$ cat config.mk
export PLATFORM = sky130hd
export DESIGN_NAME = fetch_ctrl
export DESIGN_NICKNAME = d
export VERILOG_FILES = /design/src/rtl/fetch_ctrl.sv
export SDC_FILE = /design/constraint.sdc
export NUM_CORES = 1
export LEC_CHECK = 0
export ABC_AREA = 1
export CELL_PAD_IN_SITES_DETAIL_PLACEMENT = 1
export CELL_PAD_IN_SITES_GLOBAL_PLACEMENT = 1
export CORE_MARGIN = 4
export CORE_UTILIZATION = 29
export DETAILED_ROUTE_END_ITERATION = 8
export HOLD_SLACK_MARGIN = 0.12
export MAX_ROUTING_LAYER = met4
export PLACE_DENSITY_LB_ADDON = 0.05
export SLEW_MARGIN = 5
export SYNTH_ARGS = -nofsm -noshare
export SYNTH_HDL_FRONTEND = slang
export SYNTH_SLANG_ARGS = --single-unit
export TNS_END_PERCENT = 100
$ cat constraint.sdc
create_clock -name clk_i -period 1.76 [get_ports clk_i]
set_clock_uncertainty 0.15 [all_clocks]
set_input_delay 0.352 -clock clk_i [delete_from_list [all_inputs] [get_ports clk_i]]
set_output_delay 0.352 -clock clk_i [all_outputs]
set_load 0.05 [all_outputs]
$ cat src/rtl/fetch_ctrl.sv
// fetch_ctrl: fetch-side redirect/flush/stall/halt controller.
// Every output is registered from the next state, so each one reflects the state it belongs to.
module fetch_ctrl #(
    parameter int                  instSize    = 24,
    parameter int                  flushDepth  = 2,
    parameter logic [7:0]          haltOp      = 8'hFF,
    parameter logic [instSize-9:0] resetVector = '0
) (
    input  logic                clk_i,
    input  logic                rst_ni,
    input  logic                start_i,
    input  logic                stall_i,
    input  logic                branch_req_i,
    input  logic [instSize-9:0] branch_target_i,
    input  logic [instSize-1:0] instruction_i,
    output logic                pc_wr_en_o,
    output logic [instSize-9:0] new_pc_o,
    output logic                fetch_en_o,
    output logic                flush_o,
    output logic                halted_o,
    output logic [15:0]         stall_cnt_o
);
    typedef enum logic [2:0] {IDLE, REDIRECT, FLUSH, RUN, STALL, HALT} state_t;
    localparam logic [2:0] FD1 = 3'(flushDepth - 1);
    state_t              state_q, state_d;
    logic [2:0]          cnt_q, cnt_d;
    logic [instSize-9:0] new_pc_q, new_pc_d;
    logic [15:0]         stall_cnt_q, stall_cnt_d;
    logic                pc_wr_en_q, pc_wr_en_d;
    logic                fetch_en_q, fetch_en_d;
    logic                flush_q, flush_d;
    logic                halted_q, halted_d;
    logic                unused_instr;
    assign unused_instr = ^instruction_i[instSize-9:0];
    always_ff @(posedge clk_i or negedge rst_ni) begin
        if (!rst_ni) begin
            state_q     <= IDLE;
            cnt_q       <= '0;
            new_pc_q    <= resetVector;
            stall_cnt_q <= '0;
            pc_wr_en_q  <= 1'b0;
            fetch_en_q  <= 1'b0;
            flush_q     <= 1'b0;
            halted_q    <= 1'b0;
        end else begin
            state_q     <= state_d;
            cnt_q       <= cnt_d;
            new_pc_q    <= new_pc_d;
            stall_cnt_q <= stall_cnt_d;
            pc_wr_en_q  <= pc_wr_en_d;
            fetch_en_q  <= fetch_en_d;
            flush_q     <= flush_d;
            halted_q    <= halted_d;
        end
    end
    always_comb begin
        state_d     = state_q;
        cnt_d       = cnt_q;
        new_pc_d    = new_pc_q;
        stall_cnt_d = stall_cnt_q;
        case (state_q)
            IDLE, HALT: begin
                if (start_i) begin
                    state_d     = REDIRECT;
                    new_pc_d    = resetVector;
                    stall_cnt_d = '0;
                end
            end
            REDIRECT: begin
                state_d = (FD1 == 3'd0) ? RUN : FLUSH;
                cnt_d   = FD1;
            end
            FLUSH: begin
                // a new branch restarts the whole redirect; stall waits for RUN
                if (branch_req_i) begin
                    state_d  = REDIRECT;
                    new_pc_d = branch_target_i;
                end else begin
                    cnt_d   = cnt_q - 3'd1;
                    state_d = (cnt_q <= 3'd1) ? RUN : FLUSH;
                end
            end
            RUN: begin
                if (branch_req_i) begin
                    state_d  = REDIRECT;
                    new_pc_d = branch_target_i;
                end else if (stall_i) state_d = STALL;
                else if (instruction_i[instSize-1 -: 8] == haltOp) state_d = HALT;
            end
            STALL: begin
                if (branch_req_i) begin
                    state_d  = REDIRECT;
                    new_pc_d = branch_target_i;
                end else if (!stall_i) state_d = RUN;
            end
            default: state_d = IDLE;
        endcase
        if (state_d == STALL && stall_cnt_q != 16'hFFFF) stall_cnt_d = stall_cnt_q + 16'd1;
    end
    always_comb begin
        pc_wr_en_d = state_d == REDIRECT;
        flush_d    = state_d inside {REDIRECT, FLUSH};
        fetch_en_d = state_d inside {REDIRECT, FLUSH, RUN};
        halted_d   = state_d == HALT;
    end
    assign pc_wr_en_o  = pc_wr_en_q;
    assign new_pc_o    = new_pc_q;
    assign fetch_en_o  = fetch_en_q;
    assign flush_o     = flush_q;
    assign halted_o    = halted_q;
    assign stall_cnt_o = stall_cnt_q;
endmodule

==> results.md, run 1 <==
- The run finished, with violations left.
- The final reports fail on setup timing.
- Max-cap violations in this run came to 0.
- Summed over all cells, the static leakage comes to 0.00181 µW.
- Leaving out filler cells and counting taps, the final layout contains 492.
- For the pin with the worst max-slew slack, the measured transition is 277 ps.
- The overall die area is 9370 µm².
- The number of nets still failing antenna checks after routing is 0.
- In this run the cell area measured after placement is 3490 µm².
- Dividing the detail-routed wire length by the instance count gives 14.9 µm.
- The ratio of cells with drive above 1 in the final layout is 0.456.
- The cell count after placement is 466.
- The highest fanout seen on the critical path is 8.
- The ratio of final minimum period to clock period is 1.04.
- The clock reaches the later pin of the worst-skew pair after 300 ps.
- The first global-routing pass estimated 12.1 mm of wire.
- Before antenna repair, the detailed router went through 4 iterations.
- STA classifies the critical path startpoint as a flop.
- The signal on the critical path passes through or2_1 -> nand3_2 -> nand4_4 -> nor2_8 -> buf_12 -> nand3_2 -> nand2_1.
- The count of final hold-check violations is 0.
- The top cell types in the final layout, fill and taps aside, are nand2_1 (70), buf_4 (54), dfrtp_1 (30).
- The global-route congestion overflow total is 0.
- The maximum single-stage delay on the critical path is 490 ps.
- The worst pin sits at a relative slew slack of 0.815.
- The max-slew violation count came to 0.
- The number of warning messages in the yosys log is 0.
- For this configuration, the core starts out at a cell density of 0.298.
- The design draws 6000 µW.
- In this run the cell area of the synthesized design comes to 2290 µm².
- The maximum level of the CTS H-tree is 2.
- In the routed design, unresolved DRC markers number 0.
- Measured along the y axis, the die boundary spans 96.8 µm.
- The total clock buffers created by CTS is 5.
- After layout, the worst setup slack is -62.6 ps.
- Data on the critical path is required at its endpoint by 1840 ps.
- Power spread over the standard cell area amounts to 1490 nW/µm².
- Of the synthesized area, sequential elements account for 0.460.
- The initialized floorplan defines 32 standard-cell rows.
- For this run, the total global-route usage over all layers was measured as 0.161.
- The antenna diode count is 0.
- For this design the top-level I/O count stands at 81.
- TritonCTS built the clock tree.
- The synthesized design contains 42 register bits.
- The tightest min-delay check is of the flop to flop type.
- After legalization and detailed placement, the total HPWL measured 4.80 mm.
- STA classifies the critical path endpoint as a flop.
- The post-synthesis instance total is 274.
- In this design, the largest share of critical-path delay is due to simple AND/OR/NAND/NOR gates.
- Hold is met by 356 ps.
- The TritonCTS sink count is 42.
- The worst setup path is of the flop to flop kind.
- The final critical path time including I/O delays and setup is 1820 ps.
- The initial antenna violation count is 0.
- The number of setup violations in the final report is 31.
- In this run the tool buffered the top-level ports with 64 buffer cells.
- The number of buffers and inverters on the critical path is 1.
- The number of global-route vias before repair is 2469.
- Setup repair after global routing could not meet its margin everywhere.
- The routed design has 7.33 mm of wire.
- The final RePlAce weighted congestion is 0.804.
- The most prevalent standard cell on the critical path is nand3_2.
- The area overhead of the layout relative to synthesis is 76.1%.
- Averaged over all synthesized cells, the footprint is 8.35 µm².
- The maximum clock frequency is 549 MHz.
- The most common cell after layout, fill and taps aside is nand2_1.
- The number of vias per cell is 4.66.
- The die is 96.8 µm wide.
- The clock passes through at most 2 buffers.
- The CTS root buffer is clkbuf_8.
- The data arrival time of the critical path is 1900 ps.
- The floorplan core area is 7690 µm².
- After routing the design area is 4030 µm².
- The number of violations reported at the end of detailed-routing iteration 0 is 50.
- The maximum number of pins on one net before global-route repair is 43.
- Summing over every cut layer, the via total after detailed routing is 2293.
- The worst ir drop on vdd is 0.974 mV.
- The synthesized netlist net count is 322.
- The clock slew at the register clock pins of the worst setup and hold paths is 80 ps.
- The final layout net count is 437.
- The critical path's slowest cell is dfrtp_2.
- The number of distinct standard cells referenced by the synthesized netlist is 29.
-- final cells by class --
cell class | count | area, µm²
fillers | 863 | 3660
repair buffers | 116 | 1340
multi-input cells | 204 | 1330
flip-flops and latches | 42 | 1070
well taps | 102 | 128
inverters | 20 | 87.6
clock buffers | 6 | 72.6
clock inverters | 2 | 10.0
-- worst min-delay path, delay by kind of cell (launching register included) --
kind             cells  cell delay, ps
flip-flops           1             360
AND/OR/NAND/NOR      1              50
AO/OA/AOI/OAI        1              60
-- routing by layer --
layer	track usage	share of wire	vias to the layer above
met5	-	0	-
met4	0.0454	0.0093	0
met3	0.0332	0.035	4
met2	0.267	0.51	45
met1	0.200	0.45	1129
li1	-	-	1115
-- stage by stage --
step                 util  setup WS (ps)  setup TNS [ps]
floorplan               -          -9.06           -64.7
global placement    0.453           -334          -10850
detailed placement  0.453           -381          -11900
CTS                 0.494          -14.4           -52.6
global route        0.524           -157           -4100
finish              0.524          -62.6            -960
-- final timing paths --
path,start,endpoint,slack (ps),cells past startpoint
max in group asynchronous,rst_ni,state_q[2],800,3
setup / recovery,state_q[0],stall_cnt_o[9],-60,7
hold reg to reg,new_pc_o[5],new_pc_o[5],360,2
min in group asynchronous,rst_ni,new_pc_o[5],420,3
hold / removal,new_pc_o[5],new_pc_o[5],360,2
setup reg to reg,state_q[0],stall_cnt_o[9],-60,7
-- state kept, by name, indices dropped and copies added, names as in the netlist --
| register | count |
|---|---|
| cnt_q | 3 |
| fetch_en_o | 1 |
| flush_o | 1 |
| halted_o | 1 |
| new_pc_o | 16 |
| pc_wr_en_o | 1 |
| stall_cnt_o | 16 |
| state_q | 3 |
-- logic make-up (layout without fill, tap and decap cells) --
logic type / Yosys count / in the layout / share of synthesized area
xor gates and xnor gates: 13 / 13 / 0.0498
buffers and inverters: 29 / 144 / 0.0667
adders and majority gates: 3 / 3 / 0.0164
AOI/OAI and AO/OA: 23 / 23 / 0.0514
DFF: 42 / 42 / 0.460
and+or+nand+nor: 164 / 165 / 0.356
-- report_power, final --
| part | switching [µW] | internal (µW) | total (µW) |
|---|---|---|---|
| logic | 2220 | 1790 | 4010 |
| clock network | 348 | 276 | 623 |
| registers | 181 | 1180 | 1360 |
-- repair_timing --
action / in CTS / in global routing
hold buffers: 1 / 0
pin swaps: 27 / 34
hold endpoints to repair: 42 / 0
endpoints found under the setup margin: 33 / 36
buffers inserted: 7 / 5
resized for setup: 40 / 37
gates cloned: 3 / 2
-- cell usage after synthesis --
cell type / instances / share of area
nand2_1: 79 / 0.13
nor2_1: 19 / 0.031
buf_8: 1 / 0.0066
nand3_2: 5 / 0.022
a21oi_1: 2 / 0.0044
nor2_2: 3 / 0.0082
nor2_8: 1 / 0.0088
buf_2: 2 / 0.0044
nand3b_1: 6 / 0.020
nand2_2: 4 / 0.011
xnor2_1: 4 / 0.015
o21ai_1: 17 / 0.037
buf_6: 3 / 0.015
buf_4: 2 / 0.0066
inv_1: 16 / 0.026
nand4_1: 3 / 0.0082
nand3_1: 38 / 0.083
dfrtp_1: 42 / 0.46
o21ai_0: 3 / 0.0066
clkbuf_1: 1 / 0.0016
o211ai_1: 1 / 0.0033
ha_1: 3 / 0.016
inv_2: 4 / 0.0066
nand2_4: 2 / 0.0098
xor2_1: 9 / 0.034
nor2_4: 1 / 0.0049
nand4_4: 1 / 0.0093
or2_1: 1 / 0.0027
nand3_4: 1 / 0.0077
Power figures use the tool's default switching activity.
==> inputs of run 2 (changes only) <==
--- a/config.mk
+++ b/config.mk
@@ -5,16 +5,14 @@
 export SDC_FILE = /design/constraint.sdc
 export NUM_CORES = 1
 export LEC_CHECK = 0
-export ABC_AREA = 1
 export CELL_PAD_IN_SITES_DETAIL_PLACEMENT = 1
 export CELL_PAD_IN_SITES_GLOBAL_PLACEMENT = 1
-export CORE_MARGIN = 4
-export CORE_UTILIZATION = 29
+export CORE_UTILIZATION = 30
 export DETAILED_ROUTE_END_ITERATION = 8
 export HOLD_SLACK_MARGIN = 0.12
 export MAX_ROUTING_LAYER = met4
 export PLACE_DENSITY_LB_ADDON = 0.05
-export SLEW_MARGIN = 5
+export SLEW_MARGIN = 20
 export SYNTH_ARGS = -nofsm -noshare
 export SYNTH_HDL_FRONTEND = slang
 export SYNTH_SLANG_ARGS = --single-unit
==> run 2 against run 1 <==
Effect of this change:
- the flow still finishes with violations (setup timing)
- wire length decreased by 8.3%
- flip-flop and latch count unchanged
- register-to-register slack lost 350 ps
- sequential share of layout area increased by 1.9 points
- clock-buffer cell count decreased by 1
- via count is 4.2% lower
- die area down 16%
- non-clock buffer count up 1
- maximum frequency fell by 16%
- first-iteration DRC count rose by 42%
- synthesized cell count is 15% lower
- global-route usage rose by 1.7 points
- largest power group unchanged
==> results.md, run 2 <==
- The run finished, with violations left.
- The checks that failed: setup timing.
- The repair_antennas step left the layout with diodes totalling 0.
- Counting every sink on the clock net gives 42.
- During placement, the flow inserted port buffers numbering 64.
- The synthesized netlist net count is 281.
- The startpoint identified for the worst register-to-register timing path is state_q[1].
- In this run the deepest clock path goes through 2 buffers.
- The initial antenna violation count is 0.
- The first global-routing pass estimated 10.4 mm of wire.
- The post-synthesis register bit count is 42.
- The maximum level of the CTS H-tree is 2.
- The worst setup slack after layout is -409 ps.
- For this run, design rule violations remaining after detail routing come to 0.
- The number of violations reported at the end of detailed-routing iteration 0 is 71.
- Of the post-synthesis cell area, the dominant cell type holds 0.468.
- The count of nets left with antenna violations once routing finished came out at 0.
- The data arrival time of the critical path is 2210 ps.
- The sequential share of the synthesized area is 0.468.
- The maximum number of pins on one net before global-route repair is 43.
- In the synthesized netlist the dominant register cell turns out to be dfrtp_1.
- The tree is rooted in a clkbuf_8.
- After detailed placement, the total cell area comes to 3500 µm².
- The synthesized design contains 0 enable-type register cells.
- Across all register-to-register paths, the minimum setup slack is -410 ps.
- The number of max-cap violations is 0.
- Along the worst hold path, the cell count comes to 2.
- The global-route congestion overflow total is 0.
- In this run the critical register-to-register path is captured at stall_cnt_o[15].
- The floorplan core area is 7250 µm².
- Across the VDD grid, the largest voltage drop is 0.547 mV.
- The ratio of cells with drive above 1 in the final layout is 0.399.
- The clock tree from TritonCTS is built.
- The library cell with the highest instance count after synthesis is dfrtp_1.
- In this run the power density over the cells is 1350 nW/µm².
- The detailed-placement wirelength estimate is 4.72 mm.
- After routing the design area is 3770 µm².
- The area growth from synthesis to layout is 68.2%.
- Along the worst path, the maximum fanout reaches 7.
- The via count of the routed design is 2197.
- The width of the die is 88.5 µm.
- The worst min-delay path class is flop to flop.
- The headroom to the max-slew limit is 0.811.
- The overall die area is 7830 µm².
- From bottom edge to top edge, the die measures 88.5 µm.
- The number of placed instances, taps included, is 435.
- Leaving out fill and tap cells, the most frequent cell in the layout is buf_4.
- The worst-margin pin slew is 281 ps.
- The clock slew at the register clock pins of the worst setup and hold paths is 90 ps.
- The leakage power total is 0.00186 µW.
- The worst path in the final design needs a cycle of 2170 ps, including I/O delays and setup.
- The total clock buffers created by CTS is 5.
- The floorplan has 31 rows.
- The count of final hold-check violations is 0.
- The final layout net count is 398.
- The initial core utilization is 0.309.
- In the synthesized netlist, the cells that appear most often are dfrtp_1 (42), nand2_1 (26), inv_1 (23), mux2i_1 (16), nor3_1 (13).
- Dividing the detail-routed via count by the number of cells gives 4.88.
- In the post-synthesis netlist, the biggest area contributors are dfrtp_1 (47%), mux2i_1 (7.1%), a211o_1 (4.7%).
- The ratio of final minimum period to clock period is 1.23.
- The final layout contains routed wiring with a total length of 6.72 mm.
- The number of distinct standard cells referenced by the synthesized netlist is 45.
- The max-slew violation count is 0.
- The required time at the worst-slack endpoint is 1800 ps.
- In this run the worst setup path terminates at stall_cnt_o[15].
- Of all cell types, the one taking the most synthesized area is dfrtp_1.
- The average size of a mapped cell is 9.63 µm².
- The library cells used most frequently in the layout, excluding fill and tap cells, are buf_4 (68), nand2_1 (26), dfrtp_1 (26).
- After the flow finishes, the layout carries non-filler instances totaling 450.
- Setup violations remaining at the end of the flow were counted as 34.
- The kind of start point of the critical path is a flop.
- Setup repair after global routing could not meet its margin everywhere.
- The worst reg-to-reg path cell count is 8.
- The I/O pin count is 81.
- The worst setup path startpoint is state_q[1].
- The Yosys step of the flow raised 0 warnings.
- The maximum clock frequency is 461 MHz.
- At the end of routability-driven placement, the weighted congestion stood at 0.791.
- After detailed routing, the average wire length per cell comes to 14.9 µm.
- The clock latency at the later pin of the worst-skew pair is 300 ps.
- Synthesis produced 233 cells.
- The total track usage is 0.178.
- Prior to clock tree synthesis, the placed netlist has a worst setup slack of -1040 ps.
- The critical setup path kind is flop to flop.
- The detailed-routing iteration count for the pre-antenna-repair pass is 4.
- The type of element capturing the critical path is a flop.
- The netlist area before placement is 2240 µm².
- The fraction of synthesis flops using an asynchronous set or reset pin is 1.00.
- The number of global-route vias before repair is 2198.
run 2: stage by stage:
stage	hold WS, ps	setup TNS, ps	util	power, µW
floorplan	-93.6	-11320	-	3030
global placement	203	-31460	0.483	3910
CTS	382	-11850	0.508	5000
global route	400	-14270	0.520	5390
detailed placement	200	-33920	0.483	3970
finish	375	-12280	0.520	5090
run 2: critical path: stages (launching register included):
cell	delay, ps
dfrtp_2	450
buf_4	150
nand2b_4	60
a211o_1	300
a21oi_2	180
buf_4	160
nand4_4	120
and2_4	200
a211o_1	300
run 2: cell type report:
| cell class | count | area, µm² |
|---|---|---|
| clock buffer | 5 | 68.8 |
| clock inverter | 3 | 68.8 |
| fill | 822 | 3480 |
| inverter | 24 | 90.1 |
| multi-input combinational | 160 | 1170 |
| sequential | 42 | 1070 |
| tap | 99 | 124 |
| timing repair buffer | 117 | 1180 |
run 2: how the worst min path moves through the flow:
stage | from | to | slack (ps)
after floorplan | rst_ni | cnt_q[0] | -90
after global placement | rst_ni | new_pc_o[0] | 200
after detailed placement | rst_ni | new_pc_o[0] | 200
after CTS | new_pc_o[9] | new_pc_o[9] | 380
after global routing | new_pc_o[9] | new_pc_o[9] | 400
final | new_pc_o[10] | new_pc_o[10] | 370
run 2: power breakdown:
part | switching, µW | internal (µW)
sequential | 166 | 1200
combinational | 1570 | 1210
clock | 373 | 569
total | 2110 | 2980
run 2: metal layers:
layer  wire (µm)  up-vias  global-route usage
met5           0        -                   -
met4          82        0              0.0660
met3         286        6              0.0280
met2        3190       47               0.296
met1        3160     1087               0.219
li1            -     1057                   -
run 2: kinds of logic (layout without fill, tap and decap cells):
| kind of cell | Yosys count | count (layout) | share of synthesized area |
|---|---|---|---|
| AND/OR/NAND/NOR | 99 | 101 | 0.238 |
| flip-flops | 42 | 42 | 0.468 |
| multiplexers | 17 | 17 | 0.0764 |
| buffers and inverters | 33 | 149 | 0.0669 |
| adder cells (fa/ha/maj) | 3 | 3 | 0.0167 |
| AO/OA/AOI/OAI | 38 | 38 | 0.129 |
| XOR/XNOR | 1 | 1 | 0.00390 |
run 2: what timing repair did:
action                                  4_1_cts  5_1_grt
hold buffers                                  1        0
pin swaps                                     1        3
resized for setup                            10       15
hold endpoints to repair                     42        0
gates cloned                                  0        2
setup buffers                                 2        2
endpoints found under the setup margin       37       37
==> inputs of run 3 (changes only) <==
--- a/config.mk
+++ b/config.mk
@@ -7,7 +7,7 @@
 export LEC_CHECK = 0
 export CELL_PAD_IN_SITES_DETAIL_PLACEMENT = 1
 export CELL_PAD_IN_SITES_GLOBAL_PLACEMENT = 1
-export CORE_UTILIZATION = 30
+export CORE_UTILIZATION = 33
 export DETAILED_ROUTE_END_ITERATION = 8
 export HOLD_SLACK_MARGIN = 0.12
 export MAX_ROUTING_LAYER = met4
==> constraint.sdc (replaced) <==
create_clock -name clk_i -period 2.2 [get_ports clk_i]
set_clock_uncertainty 0.15 [all_clocks]
set_input_delay 0.44 -clock clk_i [delete_from_list [all_inputs] [get_ports clk_i]]
set_output_delay 0.44 -clock clk_i [all_outputs]
set_load 0.05 [all_outputs]
==> run 3 against run 2 <==
Effect of this change:
- final area decreased by 4.3%
- the flow finishes with violations (DRC)
- largest cell class is now multi-input gates
- wire length decreased by 3.5%
- first-iteration DRC count increased by 18%
- critical endpoint is now new_pc_o[12]
- die area decreased by 8.9%
==> results.md, run 3 (synthesized netlist as in run 2, its figures left out) <==
- The run finished, with violations left.
- The final reports fail on DRC.
- TritonCTS built the clock tree.
- The width of the die is 84.5 µm.
- The floorplan core area is 6460 µm².
- The initial antenna violation count is 0.
- For this run, global-route usage on met1 was measured as 0.236.
- The area growth from synthesis to layout is 61.0%.
- The total clock buffers created by CTS is 5.
- 81 I/O pins were placed.
- Using the TritonRoute via totals, the vias-per-cell ratio works out to 5.11.
- Across the run, the number of max-cap violations was 0.
- The number of rows created at floorplan is 29.
- The number of nets still failing antenna checks after routing is 0.
- The worst-margin pin slew is 526 ps.
- At the worst endpoint, the required time is 2240 ps.
- Timing would allow up to 458 MHz.
- STA classifies the critical path startpoint as a flop.
- The critical path's slowest cell is dfrtp_1.
- Of the cells placed in the final design, the portion with a size suffix greater than 1 is 0.306.
- The worst setup path is captured at a flop.
- Wires add up to 6.48 mm.
- The layer flagged by global routing as most heavily used is met2.
- The final RePlAce weighted congestion is 0.782.
- Summed over all nets, the half-perimeter wirelength after detailed placement is 4.48 mm.
- In this run the tool buffered the top-level ports with 64 buffer cells.
- The via count of the routed design is 2162.
- The design area is 3610 µm².
- Setup repair after global routing could not meet its margin everywhere.
- The worst setup path is of the flop to flop kind.
- The met3 demand-to-capacity share in global routing is 0.0364.
- The cell count after placement is 405.
- The number of global-route vias before repair is 2225.
- The number of buffers and inverters on the critical path is 3.
- The global-route congestion overflow total is 0.
- The clock latency at the later pin of the worst-skew pair is 300 ps.
- In the layout the commonest cells are buf_4 (44), clkdlybuf4s50_1 (40), dfrtp_1 (27).
- For this run, the post-layout net count is 393.
- The ratio of final minimum period to clock period is 0.993.
- In the global route stage, overall resource usage came out at 0.191.
- The first global-routing pass estimated 10.5 mm of wire.
- Setup violations remaining at the end of the flow were counted as 0.
- Across all setup checks in the final design, the least slack found is 16.3 ps.
- The data arrival time of the critical path is 2230 ps.
- The kind of cell adding the most delay to the critical path is simple AND/OR/NAND/NOR gates.
- The highest fanout seen on the critical path is 4.
- For this run, global-route usage on met2 was measured as 0.322.
- Entering global routing, the biggest net connects 24 pins.
- The CTS root buffer is clkbuf_8.
- The detailed-routing iteration count for the pre-antenna-repair pass is 9.
- The leakage power total is 0.00187 µW.
- The final critical path time including I/O delays and setup is 2180 ps.
- Once placement finished, the instance area stood at 3310 µm².
- Dividing the detail-routed wire length by the instance count gives 15.3 µm.
- IR analysis of the VDD net gives a maximum drop of 0.454 mV.
- The count of final hold-check violations is 0.
- The max-slew violation count is 0.
- The maximum level of the CTS H-tree is 2.
- In this run the tightest slew margin relative to its limit is 0.650.
- The initial core utilization is 0.347.
- In this run the vertical extent of the chip is 84.5 µm.
- The floorplan step defined a die boundary enclosing 7130 µm².
- Total power for the finished layout comes to 4030 µW.
- Excluding fillers, the count of instances in the completed layout stands at 423.
- Power spread over the standard cell area amounts to 1120 nW/µm².
- The post-placement setup slack is -614 ps.
- The worst min-delay path class is flop to flop.
- The maximum single-stage delay on the critical path is 420 ps.
- The clock slew at the register clock pins of the worst setup and hold paths is 90 ps.
- The repair_antennas step left the layout with diodes totalling 0.
- Walking the worst path, the cells encountered are buf_4 -> nand2b_4 -> o32ai_1 -> a211o_2 -> buf_6 -> or3_4 -> clkbuf_16 -> mux2i_1.
- For this block, the initial DRC count from the detailed router was 84.
- After detailed routing, the number of remaining DRC violations is 8.
- The most common cell after layout, fill and taps aside is buf_4.
- The TritonCTS sink count is 42.
- No sink is reached through more buffers than the 2 on the longest clock path.
## run 3: per-layer routing
metal  vias to the layer above  wire [µm]
met3                         5        245
met2                        42       3180
li1                       1042          -
met4                         0         61
met5                         -          0
met1                      1073       3000
## run 3: timing repair
item / 4_1_cts / 5_1_grt
gates cloned: 2 / 1
hold buffers: 1 / 0
resized for setup: 14 / 24
setup endpoints to repair: 36 / 32
buffers inserted: 1 / 5
endpoints found under the hold margin: 19 / 0
pin swaps: 6 / 21
## run 3: tightest hold or removal path, delay by kind of cell (launching register included)
family                 cells  cell delay (ps)
flip-flops                 1              380
multiplexers               1               60
buffers and inverters      1               50
## run 3: layout make-up
cell class / count / area (µm²)
Fill cell: 729 / 2850
Multi-Input combinational cell: 159 / 1160
Timing Repair Buffer: 113 / 1100
Sequential cell: 42 / 1070
Tap cell: 77 / 96.3
Inverter: 24 / 90.1
Clock buffer: 6 / 82.6
Clock inverter: 2 / 12.5
## run 3: worst paths after layout
| kind | endpoint | slack [ps] | cells past startpoint | startpoint |
|---|---|---|---|---|
| setup / recovery | new_pc_o[12] | 20 | 8 | state_q[2] |
| hold / removal | new_pc_o[6] | 380 | 2 | new_pc_o[6] |
| setup reg to reg | new_pc_o[12] | 20 | 8 | state_q[2] |
| hold reg to reg | new_pc_o[6] | 380 | 2 | new_pc_o[6] |
| max in group asynchronous | stall_cnt_o[5] | 880 | 3 | rst_ni |
| min in group asynchronous | new_pc_o[1] | 500 | 2 | rst_ni |
## run 3: through the flow
stage                util  hold WS [ps]  TNS, ps
floorplan               -         -5.59    -73.0
global placement    0.513           288   -16110
detailed placement  0.513           288   -17090
CTS                 0.539           379        0
global route        0.559           397     -621
finish              0.559           377        0
## run 3: report_power, final
group          leakage (µW)  switching [µW]  internal (µW)  total, µW
Sequential         0.000535             130            959       1090
Clock             0.0000472             292            253        545
Combinational       0.00128            1280           1120       2390
Total               0.00187            1700           2330       4030
==> variant, RTL diff (flow settings as in run 3) <==
Change the parameter `haltOp` from 8'hFF to 8'h7F.
--- a/src/rtl/fetch_ctrl.sv
+++ b/src/rtl/fetch_ctrl.sv
@@ -5,3 +5,3 @@
     parameter int                  flushDepth  = 2,
-    parameter logic [7:0]          haltOp      = 8'hFF,
+    parameter logic [7:0]          haltOp      = 8'h7F,
     parameter logic [instSize-9:0] resetVector = '0
Behaviour: not the same (Yosys sat finds a counterexample within 10 cycles, from zero or initial values and one cycle with rst_ni low).
==> variant against run 3 <==
  * The flow finishes with violations (negative setup slack)
  * Total power decreased by 4.7%
  * Wire length decreased by 1.9%
  * Critical path depth increased by 1
  * Final cell count decreased by 4.3%
  * Area after synthesis decreased by 2.2%
  * Final area decreased by 4.0%
  * Sequential power about the same
  * Worst hold slack got worse by 0.0050 ns
  * Worst setup slack got worse by 0.082 ns
  * Via count decreased by 4.3%
  * Sequential cell count unchanged
  * Non-clock buffer count decreased by 7
  * First-iteration DRC count unchanged
  * Critical endpoint is now stall_cnt_o[5]
==> variant: results (changes against run 3) <==
clk_share_pct: 2.74  # +0.11 points
inv_count: 22  # -8.3%
synth.top_cells.by_count: "dfrtp_1 (42), inv_1 (22), nand2_1 (21)"
multi_input_comb_cells: 150  # -5.7%
ys_seq_area_share_pct: 47.9  # +1.1 points
syn_avg_cell_area_um2: 9.88  # +2.6%
finalSetupViolCount: 10  # +10
firstDrtPassIters: 4  # -5
track_usage_pct: 20.5  # +1.4 points
synth_nets: 269  # -4.3%
global_route.usage.met2_pct: 36.1  # +3.9 points
setup_slack_ns: -0.0655  # -0.0818 ns
r2r-start: "state_q[1]"
grt_util_met1_pct: 24.3  # +0.70 points
grt_pass1_wl_um: 11100  # +5.4%
placedCellCount: 381  # -5.9%
final_net_count: 374  # -4.8%
synth.distinct_cells: 43  # -4.4%
fin_tns_setup_ns: -0.409  # -0.409 ns
worstSetupEndpoint: "stall_cnt_o[5]"
p_sw_mw: 1.64  # -3.5%
min_to: "new_pc_o[1]"
rr_worst_depth: 9  # +1
grt_max_degree: 25  # +4.2%
seqPwrFrac_pct: 28.3  # +1.2 points
cp_max_fo: 6  # +2
yosys-top-cells-area: "dfrtp_1 (48%), mux2i_1 (7.3%), a221o_1 (5.5%)"
dp_hpwl_um: 4000  # -11%
nFillCells: 728  # -0.14%
postCtsSetupRepairBufs: 12  # +11
wl_met1_um: 2850  # -5.2%
drt-total-wl_um: 6360  # -1.9%
drive_gt1_share_pct: 27.4  # -3.2 points
failed_checks: "negative setup slack"
post-place-ws_ns: -0.569  # +0.0449 ns
min-delay-start: "new_pc_o[1]"
routabilityCongestion: 0.791  # +1.1%
run_status: "finished with violations"
## variant: changes by cell type after synthesis, sizes merged, moves of 3 or more
cell / run 3 / this run
a211o: 13 / 4
a21oi: 6 / 2
a221o: 0 / 12
and2: 4 / 0
and3: 12 / 16
nand2: 26 / 21
nand4: 7 / 3
nor2: 7 / 19
nor3: 13 / 4
nor4: 5 / 1
o21ai: 10 / 7
## variant: logic make-up (layout without fill, tap and decap cells)
logic type               after synthesis  count (layout)  synth area share, %
AO/OA/AOI/OAI                         32              32                 11.7
buffers and inverters                 31             136                 6.16
adder cells (fa/ha/maj)                2               2                 1.14
AND/OR/NAND/NOR                       96              97                 24.4
flip-flops                            42              42                 47.9
multiplexers                          18              18                 8.33
XOR/XNOR                               1               1                0.399
## variant: stage by stage
stage	hold slack (ns)	area (um2)	utilization [%]
6_report	0.372	3470	54.3
3_5_place_dp	0.274	3130	48.9
4_1_cts	0.379	3480	54.6
2_1_floorplan	-0.00559	2230	-
5_1_grt	0.401	3470	54.3
3_3_place_gp	0.270	3130	48.9
